--- src/rtl/tick_gen.sv ---
// tick_gen: programmable tick divider with per-second strobe, toggles and a
// safely-applied runtime divisor (pending value takes effect at wrap or clr).
module tick_gen #(
    parameter int unsigned CNT_W     = 20,
    parameter int unsigned DIV_RST   = 1_000_000,
    parameter int unsigned SEC_TICKS = 100,
    parameter int unsigned SEC_W     = 7
) (
    input  logic             clk,
    input  logic             reset,
    input  logic             en,
    input  logic             clr,
    input  logic             div_wr,
    input  logic [CNT_W-1:0] div_in,
    output logic             tick_pulse,
    output logic             tick_toggle,
    output logic             sec_pulse,
    output logic             sec_toggle,
    output logic [SEC_W-1:0] tick_idx,
    output logic [CNT_W-1:0] div_cur,
    output logic             div_err
);
    logic [CNT_W-1:0] cnt_q, cnt_d, div_q, div_d, pend_q, pend_d;
    logic [SEC_W-1:0] idx_q, idx_d;
    logic             tp_q, tt_q, sp_q, st_q, err_q;
    logic             wrap, tick, sec_last, wr_ok;
    always_comb begin
        wrap     = en && (cnt_q == div_q - CNT_W'(1));
        tick     = wrap && !clr;
        sec_last = idx_q == SEC_W'(SEC_TICKS - 1);
        wr_ok    = div_wr && (div_in != '0);
        // a fresh valid write is visible to the same wrap/clr edge
        pend_d   = wr_ok ? div_in : pend_q;
        div_d    = (clr || wrap) ? pend_d : div_q;
        cnt_d    = (clr || wrap) ? '0 : en ? cnt_q + CNT_W'(1) : cnt_q;
        idx_d    = clr ? '0 : tick ? (sec_last ? '0 : idx_q + SEC_W'(1)) : idx_q;
    end
    always_ff @(posedge clk) begin
        if (!reset) begin
            cnt_q  <= '0;
            idx_q  <= '0;
            div_q  <= CNT_W'(DIV_RST);
            pend_q <= CNT_W'(DIV_RST);
            tp_q   <= 1'b0;
            tt_q   <= 1'b0;
            sp_q   <= 1'b0;
            st_q   <= 1'b0;
            err_q  <= 1'b0;
        end else begin
            cnt_q  <= cnt_d;
            idx_q  <= idx_d;
            div_q  <= div_d;
            pend_q <= pend_d;
            tp_q   <= tick;
            tt_q   <= tt_q ^ tick;
            sp_q   <= tick && sec_last;
            st_q   <= st_q ^ (tick && sec_last);
            err_q  <= div_wr && (div_in == '0);
        end
    end
    assign tick_pulse  = tp_q;
    assign tick_toggle = tt_q;
    assign sec_pulse   = sp_q;
    assign sec_toggle  = st_q;
    assign tick_idx    = idx_q;
    assign div_cur     = div_q;
    assign div_err     = err_q;
endmodule

--- config.mk ---
export PLATFORM = sky130hd
export DESIGN_NAME = tick_gen
export DESIGN_NICKNAME = d
export VERILOG_FILES = /design/src/rtl/tick_gen.sv
export SDC_FILE = /design/constraint.sdc
export NUM_CORES = 1
export LEC_CHECK = 0
export BUFFER_PORTS_ARGS = -buffer_cell sky130_fd_sc_hd__buf_2
export CAP_MARGIN = 20
export CORE_MARGIN = 2
export CORE_UTILIZATION = 40
export CTS_CLUSTER_SIZE = 20
export DETAILED_ROUTE_END_ITERATION = 16
export SYNTH_ARGS = -nofsm -noshare
export SYNTH_HDL_FRONTEND = slang
export SYNTH_SLANG_ARGS = --single-unit
--- constraint.sdc ---
create_clock -name clk -period 7.7 [get_ports clk]
set_input_delay 0.385 -clock clk [delete_from_list [all_inputs] [get_ports clk]]
set_output_delay 0.385 -clock clk [all_outputs]
set_load 0.01 [all_outputs]
## Word level (Yosys, flattened, before mapping)

Index checks and enable logic that the tools add are counted.

- Output and inout bits: 32
- Bits of input ports: 25
- Logic and storage cells: 30
- Register bits: 72

- Bitwise logic cells: 3
- $add $sub $neg: 3
- Equal/unequal tests: 2
- Multiplexer cells: 2
- Reduce and logical (&&, ||, !) cells: 11

Operators by type and width:

| kind | number |
|---|---|
| adder 20 x 1 -> 20 bit (second input constant) | 1 |
| equality test 20 bit | 1 |
| logical NOT 20 bit | 1 |
| 2-to-1 mux 20 bit | 1 |
| nonzero test 20 bit | 1 |
| subtractor 20 x 1 -> 20 bit (second input constant) | 1 |
| adder 7 x 1 -> 7 bit (second input constant) | 1 |
| equality test 7 bit (second input constant) | 1 |
| 2-to-1 mux 7 bit | 1 |
| logical AND 1 bit | 5 |
| OR reduction 2 bit | 2 |
| bitwise XOR 1 bit | 2 |
| logical NOT 1 bit | 1 |
| logical OR 1 bit | 1 |
| NOT 1 bit | 1 |

## Depth between registers and ports, before layout

- Depth in word-level cells: 6
- Depth in mapped cells: 12
- Mapped depth without buffers: 9

## Worst setup path after synthesis

No wires, ideal clock.

- Path kind: reg-to-reg
- Start point: register div_q[0], in the netlist div_cur[0]
- End point: register idx_q[2], in the netlist tick_idx[2]
- Buffers on the path: 2
- Setup slack: 4526 ps
- Setup time: 70 ps
- Data required time: 7630 ps
- Clock period less this slack: 3174 ps
- Stages on the path, launching flop included: 12
- Arrival time: 3104 ps
- Path through: dfxtp_1 -> inv_1 -> ha_1 -> or3b_1 -> clkbuf_1 -> or4_4 -> a211o_1 -> a22o_1 -> a2111o_1 -> buf_6 -> or4_1 -> a21oi_1

- Cells in the longest elaborated chain, start to end: 4

Ends and longest elaborated chain:

| element | line | text |
|---|---|---|
| start: declaration | 23 | `logic [CNT_W-1:0] cnt_q, cnt_d, div_q, div_d, pend_q, pend_d;` |
| start signal: assignment | 42 | `div_q <= CNT_W'(DIV_RST);` |
| start signal: assignment | 52 | `div_q <= div_d;` |
| subtractor 20 x 1 -> 20 bit | 28 | `wrap = en && (cnt_q == div_q - CNT_W'(1));` |
| equality test 20 bit | 28 |  |
| logical AND 1 bit | 28 |  |
| logical AND 1 bit | 29 | `tick = wrap && !clr;` |
| end signal: assignment | 51 | `idx_q <= idx_d;` |
| end: declaration | 24 | `logic [SEC_W-1:0] idx_q, idx_d;` |

No other way between the ends.
A chain may end at the register's enable or synchronous reset.

## Worst setup path in the final report

- Start point: register div_q[0], in the netlist div_cur[0]
- End point: register cnt_q[7]

- Cells in the longest elaborated chain, start to end: 5

Ends and longest elaborated chain:

| element | line | text |
|---|---|---|
| subtractor 20 x 1 -> 20 bit | 28 |  |
| equality test 20 bit | 28 |  |
| logical AND 1 bit | 28 |  |
| logical OR 1 bit | 35 | `cnt_d = (clr \|\| wrap) ? '0 : en ? cnt_q + CNT_W'(1) : cnt_q;` |
| OR reduction 2 bit (no source line) | n/a |  |
| end signal: assignment | 50 | `cnt_q <= cnt_d;` |
| end: declaration | 23 |  |

No other way between the ends.

==> metrics.txt <==
global-route wire length before repair=13.8 mm; Max clock buf depth=2; Worst Path Buf+Inv=2; final hold violations=0; Initial Util=40.8%; Slew Viols, Final=0; final design utilization=47.1%; layout cells sized above 1=19.6%; Reg2Reg Depth=10; Min-Delay Endpoint=pend_q[16]$_SDFF_PN1_; Crit Path Class=reg -> reg; Synth Cell Area=3520 µm²; relative slew slack=45.9%; max-cap viol count=0; crit path cell chain=inv_1 -> ha_1 -> or3b_1 -> or4_4 -> a211o_1 -> a22o_1 -> a2111o_1 -> o21ai_2 -> buf_8 -> nor2_1; critical path arrival=3.69 ns; Final GP Congestion=0.826; synthesis-to-layout area growth=15.6%; io pins=57; WHS=0.303 ns; Hold Startpoint=div_in[16]; endpoint class of the critical path=flop; crit-path max FO=23; Seq/Total Area, Yosys=40.9%; TritonCTS Buffers=9; grt total ovfl=0; Top FF cell, synth=dfxtp_1; unrepaired setup endpoints after global routing=false; pin count of the biggest net entering global routing=28; Detailed Route WL=8.11 mm; crit start category=flop; Clock Pin Slew Worst Setup and Hold Paths=0.08 ns; Leakage=1.58 nW; flop-to-flop setup slack=4.25 ns; Die Width=97.8 µm; Row Count=34; Worst Hold Depth=3; ANT nets after route=0; minimum clock period=3.45 ns; final clock period utilization by the worst path=44.9%; post-cts sizing count=0; number of synthesized flops with an enable pin=0; drt pass-1 iters=4; R2R Path End=cnt_q[7]$_SDFFE_PP0P_; Seq cells post-synth=72; vias in the first global route=2,863; fmax=0.289 GHz; Routed wire per std cell=14.6 µm; Power Dens Cells=194 nW/µm²; maximum vdd drop=0.108 mV; synthesized instance count=396; status=completed; delay of the slowest critical-path stage=0.58 ns; Die H=97.8 µm; synth unique cells=53; Net Count, Synth=424; Critical Path RT=7.93 ns; synthesized area per cell=8.89 µm²; YS warnings=0; Detail Placement HPWL=5.95 mm; routed via count=2,982; Reg-to-Reg Start=div_cur[0]$_SDFFE_PN0P_; full die area=9570 µm²; diode count=0; initial drt markers=123; vias per cell=5.35; initial antenna violation count=0; CTS tree=built; slowest stage cell on the critical path=a2111o_1; final setup vio count=0; Residual DRC=0; area of the core=8640 µm²; worst hold path class=in -> reg; setup TNS=0 ns; Nets=473; Sink Count=72; Tightest Pin Transition=0.805 ns; worst skew pair latency=0.35 ns; fill count=881; Buffers on Ports=56; post-CTS setup buffers=0; CTS Hold Bufs=0; GRT Total Usage=17.4%; Clock Skew=0.0148 ns; htree depth=3; root buf cell=clkbuf_8; FFs w/ async S/R, synth=0%; delay-heaviest family, CP=compound AO/OA/AOI/OAI gates
[final cells by class]
type                    instances  area [µm²]  share of cell area [%]
inverters                       7        26.3                   0.646
clock buffers                  12         165                    4.06
clock inverters                 3        25.0                   0.615
flip-flops and latches         72        1440                    35.4
multi-input cells             296        1960                    48.1
well taps                     108         135                    3.32
repair buffers                 59         318                    7.81
[per-stage QoR]
step / area [µm²] / setup slack (ns) / std cells / total power [mW]
floorplan: 3520 / 4.53 / 396 / 0.475
global placement: 3840 / 3.86 / 539 / 0.505
detailed placement: 3840 / 3.77 / 539 / 0.507
CTS: 4030 / 3.76 / 554 / 0.793
global route: 4070 / 4.04 / 557 / 0.824
finish: 4070 / 4.25 / 557 / 0.788
[worst max-delay path by stage]
stage	depth (start not counted)	endpoint	startpoint
final	10	cnt_q[7]$_SDFFE_PP0P_	div_cur[0]$_SDFFE_PN0P_
after detailed placement	9	cnt_q[3]$_SDFFE_PP0P_	div_cur[0]$_SDFFE_PN0P_
after global placement	9	div_cur[17]$_SDFFE_PN1P_	div_cur[0]$_SDFFE_PN0P_
after floorplan	11	tick_idx[2]$_SDFFE_PP0P_	div_cur[0]$_SDFFE_PN0P_
after global routing	10	cnt_q[11]$_SDFFE_PP0P_	div_cur[0]$_SDFFE_PN0P_
after CTS	9	div_cur[16]$_SDFFE_PN1P_	div_cur[0]$_SDFFE_PN0P_
[cell usage in the layout (no fill, tap or decap), types with 2 or more instances in the layout]
cell / synthesis / layout
nand3_1: 15 / 15
and3_1: 5 / 5
a21boi_1: 2 / 2
a21oi_1: 7 / 7
nor2b_1: 6 / 6
nand2b_1: 2 / 2
o21ai_2: 1 / 2
nand4_1: 6 / 6
a2bb2oi_1: 4 / 4
a21boi_0: 8 / 8
mux2i_1: 13 / 13
o31ai_1: 7 / 7
and2_1: 3 / 3
nor2_1: 29 / 29
or4_1: 10 / 10
nand2_1: 45 / 45
o21ai_0: 6 / 5
xor2_1: 20 / 20
o22a_1: 9 / 9
dfxtp_1: 72 / 72
clkbuf_8: 0 / 12
nor4_1: 12 / 12
ha_1: 3 / 3
buf_2: 3 / 56
buf_8: 0 / 2
xnor2_1: 24 / 24
or4_4: 2 / 2
nor3_1: 11 / 11
inv_1: 7 / 7
a22o_1: 8 / 8
a211o_1: 2 / 2
or3_1: 4 / 4
a211oi_1: 5 / 5
or2_2: 6 / 6
o21a_1: 3 / 3
nand3b_1: 2 / 2
[cell families (layout without fill, tap and decap cells)]
family / count (synthesis) / after routing / share of synthesized area (%)
compound gates: 70 / 70 / 15.1
xor+xnor: 44 / 44 / 10.9
fa+ha+maj: 3 / 3 / 1.07
buf+inv: 28 / 81 / 3.52
flops: 72 / 72 / 40.9
mux: 14 / 14 / 4.02
simple gates: 165 / 165 / 24.4
[power breakdown]
part	internal (mW)	switching, mW
registers	0.387	0.0192
clock network	0.143	0.144
logic	0.0430	0.0504
[state kept, by name (all words and copies together) (netlist names), 7 cells and up]
name,count
cnt_q,20
div_cur,20
pend_q,20
tick_idx,7
[routing by layer]
metal	share of wire, %	vias up	global-route usage, %	routed length [µm]
li1	-	1518	-	-
met1	46	1385	21.5	3770
met2	47	74	29.7	3780
met3	5.9	5	5.30	481
met4	0.99	0	4.38	80
met5	0	-	0	0
[synth_stat cells (2+ instances only)]
master | number | area, µm²
buf_1 | 2 | 7.51
a22o_1 | 8 | 70.1
mux2i_1 | 13 | 130
nor2_1 | 29 | 109
nor4_1 | 12 | 75.1
nand2_1 | 45 | 169
nor3_1 | 11 | 55.1
or3_1 | 4 | 25.0
or2_2 | 6 | 37.5
a21boi_1 | 2 | 15.0
inv_1 | 7 | 26.3
a21oi_1 | 7 | 35.0
a211o_1 | 2 | 17.5
nor2b_1 | 6 | 37.5
a211oi_1 | 5 | 37.5
xnor2_1 | 24 | 210
clkbuf_1 | 14 | 52.6
xor2_1 | 20 | 175
nand4_1 | 6 | 37.5
buf_2 | 3 | 15.0
a2bb2oi_1 | 4 | 35.0
nand3_1 | 15 | 75.1
and3_1 | 5 | 31.3
o21ai_0 | 6 | 30.0
and2_1 | 3 | 18.8
buf_6 | 2 | 22.5
o31ai_1 | 7 | 52.6
o21a_1 | 3 | 22.5
or4_4 | 2 | 22.5
dfxtp_1 | 72 | 1440
o22a_1 | 9 | 78.8
ha_1 | 3 | 37.5
or4_1 | 10 | 75.1
nand3b_1 | 2 | 15.0
a21boi_0 | 8 | 60.1
nand2b_1 | 2 | 12.5
[worst register-to-register path, delay by kind of cell, from the launching register on]
family                     cells  cell delay, ns
and+or+nand+nor                3            1.01
adders and majority gates      1            0.17
buffers and inverters          2            0.32
DFF                            1            0.36
AOI/OAI and AO/OA              4            1.46
Note: power is estimated with default switching activity, not from simulation.
